--- src/rtl/fetch_unpacker_pkg.sv ---
// Shared frontend types for the fetch unpacker: slot state, stride and branch-predict pack.
package fetch_unpacker_pkg;

    localparam int unsigned XLEN_MAX   = 64;
    localparam int unsigned INST_BYTES = 4;
    localparam int unsigned INST_W     = 32;
    localparam int unsigned BTYPE_W    = 4;

    typedef enum logic [1:0] {
        ST_EMPTY = 2'd0,
        ST_SLOT0 = 2'd1,
        ST_SLOT1 = 2'd2
    } fu_state_e;

    typedef struct packed {
        logic                valid;
        logic [XLEN_MAX-1:0] target;
        logic [BTYPE_W-1:0]  branch_type;
        logic                select;
        logic                taken;
    } bp_pack_t;

    // Slot 1 is dead when slot 0 is predicted taken.
    function automatic logic slot1_live(input logic valids_1, input bp_pack_t bp);
        return valids_1 & ~(bp.valid & bp.taken & ~bp.select);
    endfunction

endpackage

--- src/rtl/fetch_unpacker.sv ---
// Splits two-slot fetch packets into a single-instruction stream, one per out handshake.
module fetch_unpacker #(
    parameter int unsigned XLEN       = 64,
    parameter int unsigned INST_BYTES = fetch_unpacker_pkg::INST_BYTES
) (
    input  logic            clock,
    input  logic            reset,
    input  logic            io_in_valid,
    output logic            io_in_ready,
    input  logic            io_in_bits_valids_0,
    input  logic            io_in_bits_valids_1,
    input  logic [XLEN-1:0] io_in_bits_pc,
    input  logic [31:0]     io_in_bits_insts_0,
    input  logic [31:0]     io_in_bits_insts_1,
    input  logic            io_in_bits_bp_valid,
    input  logic [XLEN-1:0] io_in_bits_bp_target,
    input  logic [3:0]      io_in_bits_bp_branch_type,
    input  logic            io_in_bits_bp_select,
    input  logic            io_in_bits_bp_taken,
    output logic            io_out_valid,
    input  logic            io_out_ready,
    output logic [XLEN-1:0] io_out_bits_pc,
    output logic [31:0]     io_out_bits_inst,
    output logic            io_out_bits_bp_valid,
    output logic [XLEN-1:0] io_out_bits_bp_target,
    output logic [3:0]      io_out_bits_bp_branch_type,
    output logic            io_out_bits_bp_taken,
    input  logic            io_i_flush
);
    import fetch_unpacker_pkg::*;

    fu_state_e         r_state;
    fu_state_e         w_state_nxt;
    fu_state_e         w_in_state;
    logic [XLEN-1:0]   r_pc;
    logic [INST_W-1:0] r_inst_0;
    logic [INST_W-1:0] r_inst_1;
    logic              r_valids_1;
    bp_pack_t          r_bp;
    bp_pack_t          w_in_bp;
    logic              w_pkt_s1_live;
    logic              w_last_slot;
    logic              w_in_fire;
    logic              w_out_fire;
    logic              w_slot_idx;

    assign w_in_bp = '{
        valid:       io_in_bits_bp_valid,
        target:      XLEN_MAX'(io_in_bits_bp_target),
        branch_type: io_in_bits_bp_branch_type,
        select:      io_in_bits_bp_select,
        taken:       io_in_bits_bp_taken
    };

    assign w_in_state = io_in_bits_valids_0                           ? ST_SLOT0 :
                        slot1_live(io_in_bits_valids_1, w_in_bp)      ? ST_SLOT1 : ST_EMPTY;
    assign w_pkt_s1_live = slot1_live(r_valids_1, r_bp);

    always_ff @(posedge clock or negedge reset) begin
        if (!reset) begin
            r_state <= ST_EMPTY;
        end else begin
            r_state <= w_state_nxt;
        end
    end

    // Handshakes and next state; flush overrides everything else.
    always_comb begin
        w_state_nxt  = r_state;
        w_last_slot  = 1'b0;
        io_out_valid = 1'b0;
        io_in_ready  = 1'b0;
        w_out_fire   = 1'b0;
        w_in_fire    = 1'b0;

        w_last_slot  = (r_state == ST_SLOT1) || ((r_state == ST_SLOT0) && !w_pkt_s1_live);
        io_out_valid = (r_state != ST_EMPTY) && !io_i_flush;
        w_out_fire   = io_out_valid && io_out_ready;
        io_in_ready  = !io_i_flush && ((r_state == ST_EMPTY) || (w_out_fire && w_last_slot));
        w_in_fire    = io_in_valid && io_in_ready;

        unique case (r_state)
            ST_EMPTY: begin
                if (w_in_fire) w_state_nxt = w_in_state;
            end
            ST_SLOT0: begin
                if (w_out_fire) begin
                    if (w_pkt_s1_live)  w_state_nxt = ST_SLOT1;
                    else if (w_in_fire) w_state_nxt = w_in_state;
                    else                w_state_nxt = ST_EMPTY;
                end
            end
            ST_SLOT1: begin
                if (w_out_fire) w_state_nxt = w_in_fire ? w_in_state : ST_EMPTY;
            end
            default: w_state_nxt = ST_EMPTY;
        endcase

        if (io_i_flush) w_state_nxt = ST_EMPTY;
    end

    // Packet register; slot-0 valid is implied by the state it produces.
    always_ff @(posedge clock or negedge reset) begin
        if (!reset) begin
            r_pc       <= '0;
            r_inst_0   <= '0;
            r_inst_1   <= '0;
            r_valids_1 <= 1'b0;
            r_bp       <= '0;
        end else if (w_in_fire) begin
            r_pc       <= io_in_bits_pc;
            r_inst_0   <= io_in_bits_insts_0;
            r_inst_1   <= io_in_bits_insts_1;
            r_valids_1 <= io_in_bits_valids_1;
            r_bp       <= w_in_bp;
        end
    end

    assign w_slot_idx = (r_state == ST_SLOT1);

    always_comb begin
        io_out_bits_pc             = r_pc;
        io_out_bits_inst           = r_inst_0;
        io_out_bits_bp_valid       = r_bp.valid & (r_bp.select == w_slot_idx);
        io_out_bits_bp_taken       = r_bp.taken & (r_bp.select == w_slot_idx);
        io_out_bits_bp_target      = XLEN'(r_bp.target);
        io_out_bits_bp_branch_type = r_bp.branch_type;
        if (w_slot_idx) begin
            io_out_bits_pc   = r_pc + XLEN'(INST_BYTES);
            io_out_bits_inst = r_inst_1;
        end
    end

endmodule

--- config.mk ---
export PLATFORM = sky130hd
export DESIGN_NAME = fetch_unpacker
export DESIGN_NICKNAME = d
export VERILOG_FILES = /design/src/rtl/fetch_unpacker_pkg.sv /design/src/rtl/fetch_unpacker.sv
export SDC_FILE = /design/constraint.sdc
export NUM_CORES = 1
export LEC_CHECK = 0
export BUFFER_PORTS_ARGS = -buffer_cell sky130_fd_sc_hd__buf_2
export CORE_MARGIN = 5
export CORE_UTILIZATION = 50
export DETAILED_ROUTE_END_ITERATION = 8
export GPL_TIMING_DRIVEN = 0
export PLACE_DENSITY = 0.81
export SETUP_SLACK_MARGIN = 0.5
export SYNTH_ARGS = -nofsm -noshare
export SYNTH_HDL_FRONTEND = slang
export SYNTH_SLANG_ARGS = --single-unit
--- constraint.sdc ---
create_clock -name clock -period 5.2 [get_ports clock]
set_input_delay 0.52 -clock clock [delete_from_list [all_inputs] [get_ports clock]]
set_output_delay 0.52 -clock clock [all_outputs]
set_load 0.005 [all_outputs]
======== Word-level counts from Yosys, hierarchy flattened ========
Index checks and enable logic that the tools add are counted.
operators by class
  eq/ne operators ......................... 6
  muxes and demuxes ....................... 11
  bitwise gates (word level) .............. 12
  add/sub/neg operators ................... 1
  reduce and logical (&&, ||, !) cells .... 13
operators with widths
  cell                     number
  $add A64 B3 Y64 const B  1
  $mux W64                 1
  $mux W32                 1
  $mux W2                  8
  $ne A3 B3 Y1 const B     3
  $and A1 B1 Y1            8
  $logic_and A1 B1 Y1      6
  $pmux W2 S3              1
  $not A1 Y1               4
  $reduce_and A3 Y1        1
  $eq A2 B1 Y1 const B     1
  $eq A2 B2 Y1 const B     1
  $logic_not A1 Y1         2
  $logic_not A2 Y1         1
  $logic_or A1 B1 Y1       2
  $reduce_bool A2 Y1       1
  $eq A1 B1 Y1             1
word-level totals
  flip-flop bits (word level) ............. 202
  output and inout port bits .............. 168
  word-level logic and storage cells ...... 53
  input port bits ......................... 206

======== Logic depth before layout (Yosys ltp) ========
  depth after elaboration ................. 16
  mapped depth ............................ 9
  gate-level depth less buffers ........... 5

======== Least setup slack after synthesis ========
Ideal clock, no wire load.
  kind .................................... reg2out
  from .................................... reg r_state[0]
  to ...................................... out io_out_bits_pc[43]
  stages on the path, launching flop included .. 7
  setup slack ............................. 3,053 ps
  arrival ................................. 1,627 ps
  path buffers ............................ 1
  data required time ...................... 4,680 ps
  path through ............................ dfrtp_1 -> and4b_1 -> and2_0 -> clkbuf_1 -> nand4_2 -> nor3_1 -> xor2_1
between the ends
  longest elaborated chain between the ends .. 2
ends and longest elaborated chain
  what                      line                   text
  start: declaration        fetch_unpacker.sv:32   fu_state_e r_state;
  start signal: assignment  fetch_unpacker.sv:63   r_state <= w_state_nxt;
  $eq A2 B2 Y1              fetch_unpacker.sv:119  assign w_slot_idx = (r_state == ST_SLOT1);
  $mux W64                  fetch_unpacker.sv:128  if (w_slot_idx) begin
  end: declaration          fetch_unpacker.sv:22   output logic [XLEN-1:0] io_out_bits_pc,
Every way passes these cells.

======== Worst setup path in the final report ========
Ends and elaborated chain as after synthesis.

==> flow_summary.toml <==
[run_status]
status = "finished clean"

[placed_design]
dp_hpwl_um = 20800
place_inst = 1467
place.gp.congestion = 0.839
io_buffer_count = 373

[yosys]
synth_edf_count = 0
ys.warnings.count = 0
synthCells = 828
yosysTopAreaCell = "dfrtp_1"
syn_area_um2 = 10000
ys_seq_elements = 202
yosysSeqAreaShare = 0.506
ys_async_sr_fraction = 1.00
synth_top_area_frac = 0.506
synth_area_leaders = "dfrtp_1 51%, mux2_2 21%, buf_4 5.5%"
synth_cell_type_count = 41
ys.flop_type = "dfrtp_1"
syn_avg_cell_area_um2 = 12.1
synth_nets = 1035

[worst_setup_path]
reg2reg_depth = 9
cp_slowest_stage_delay_ns = 0.39
path_cells = "and4b_1 -> and2_0 -> clkbuf_1 -> nand4_2 -> nor3_1 -> xor2_1 -> buf_2"
crit_type = "flop to primary output"
r2r_end = "r_pc[35]"
end_kind = "primary output"
worstPathBufferInverterCount = 2
path_depth = 7
rrSetupSlack_ns = 2.93
crit_slowest_cell = "dfrtp_1"
arrival_ns = 2.63
start_kind = "flop"
crit_family = "simple AND/OR/NAND/NOR gates"
endpoint = "io_out_bits_pc[43]"
r2r-start = "r_state[1]"
cp_max_fo = 7
cp.required_ns = 4.68
critical_path.startpoint = "r_state[0]"

[sta]
slew_viol_final = 0
fin_setup_tns_ns = 0
finClkSkew_ns = 0.0283
rsz0062_at_grt = "no"
tightest_slew_ns = 0.713
final-setup-viol-count = 0
fin_hold_ws_ns = 0.0271
period_needed_ns = 3.15
hold_viol = 0
min_period_over_period = 0.606
fmaxAchievable_mhz = 317
max-slew-margin-rel = 0.525

[detailed_routing]
drt-total-wl_um = 27200
viasPerCell = 5.05
dr.first_iter.drc_count = 288
antenna_left = 0
vias = 7645
dr.pass1.iters = 4
drc = 0
avgRoutedWirePerCell_um = 18.0

[floorplan]
die_x_um = 151
core_area_um2 = 19600
dieHeight_um = 151
io_pins = 374
dieArea_um2 = 22900
row_count = 51
start_util = 0.510

[clock_tree]
hold_buffers = 0
ctsResizeCount = 0
htreeDepth = 1
max-clock-path-buffers = 3
cts_post_setup_buffers_inserted = 0
cts.clk_slew.worst_paths_ns = 0.06
cts_buffers = 23
cts_tree = "done"
clock_sinks = 202
cts_root_buf = "clkbuf_16"
insertion_delay_ns = 0.52

[final_layout]
area_growth_pct = 30.4
seqCellArea_um2 = 5050
utilization = 0.665
fillers = 1500
final_net_count = 1434
final_common_cell = "buf_2"
final_cells = 1513
final_cell_mix = "373 x buf_2, 202 x dfrtp_1, 183 x mux2_2"
drive_above_1_share = 0.564
multi_input_area_um2 = 4070

[global_route]
antenna_found_initial = 5
grt_pass1_vias = 8202
grt_first_pass_wirelength_um = 41200
grt_use_total = 0.229
grt_overflow = 0
grt_max_degree = 110

[worst_hold_path]
worstHoldPathType = "input port to asynchronous set/reset pin"

[pwr]
finalPower_mw = 5.01
peakVddDrop_mv = 0.327
p_leak_nw = 6.44
p_per_area_nw_per_um2 = 385

[run]
maxCapViolCount = 0
-- synth_stat cells (2+ instances only) --
cell type,count
a21boi_0,2
and2_1,3
and3_1,18
and4_1,5
buf_4,73
buf_6,23
clkbuf_1,9
dfrtp_1,202
inv_1,7
mux2_1,18
mux2_2,183
nand2_1,126
nand2b_1,4
nand3_1,15
nand3_2,2
nand4_1,15
nand4_2,3
nor2_1,20
nor2b_1,4
nor3_1,12
nor3_2,2
nor4_1,3
xnor2_1,35
xor2_1,27
-- registers in the layout, indices dropped and copies added, names as in the netlist --
signal / count
r_inst_0: 32
r_valids_1: 1
r_pc: 64
r_state: 2
r_inst_1: 32
io_out_bits_bp_target: 64
io_out_bits_bp_branch_type: 4
r_bp: 3
-- cell families after synthesis --
group	Yosys count	share of synthesized area
compound gates	10	0.00776
mux	202	0.227
fa+ha+maj	1	0.00125
simple gates	237	0.116
flops	202	0.506
xor+xnor	62	0.0543
buf+inv	114	0.0876
-- worst min path at each step --
stage	startpoint	endpoint	slack [ns]	cells after the start
after floorplan	reset	io_out_bits_bp_branch_type[0]	0.22	0
after global placement	r_inst_0[2]	r_inst_0[2]	0.47	1
after detailed placement	r_inst_0[1]	r_inst_0[1]	0.48	1
after CTS	reset	r_pc[40]	0.05	1
after global routing	reset	r_pc[23]	0.07	1
final	reset	r_pc[39]	0.03	1
-- power by group --
group / internal [mW] / switching (mW) / total [mW] / leakage [nW]
Sequential: 1.89 / 0.236 / 2.12 / 2.37
Combinational: 0.734 / 0.495 / 1.23 / 3.68
Clock: 1.02 / 0.645 / 1.66 / 0.389
Total: 3.64 / 1.38 / 5.01 / 6.44
-- final cells by class --
cell class / instances / share of cell area
Tap cell: 265 / 0.0254
Clock inverter: 8 / 0.00787
Inverter: 7 / 0.00202
Multi-Input combinational cell: 512 / 0.312
Antenna cell: 4 / 0.000768
Clock buffer: 34 / 0.0527
Sequential cell: 202 / 0.388
Timing Repair Buffer: 374 / 0.146
Buffer: 107 / 0.0652
-- metrics by stage --
step	setup slack, ns	area, µm²
3_3_place_gp	0.168	12200
2_1_floorplan	3.05	10000
5_1_grt	1.81	13000
6_report	2.05	13000
4_1_cts	1.99	13000
3_5_place_dp	2.55	12200
-- per-layer routing --
layer / track usage / share of wire
met5: 0 / 0.0017
met4: 0.101 / 0.043
met3: 0.0799 / 0.10
met2: 0.404 / 0.50
met1: 0.248 / 0.35
(Power assumes the default switching activity.)
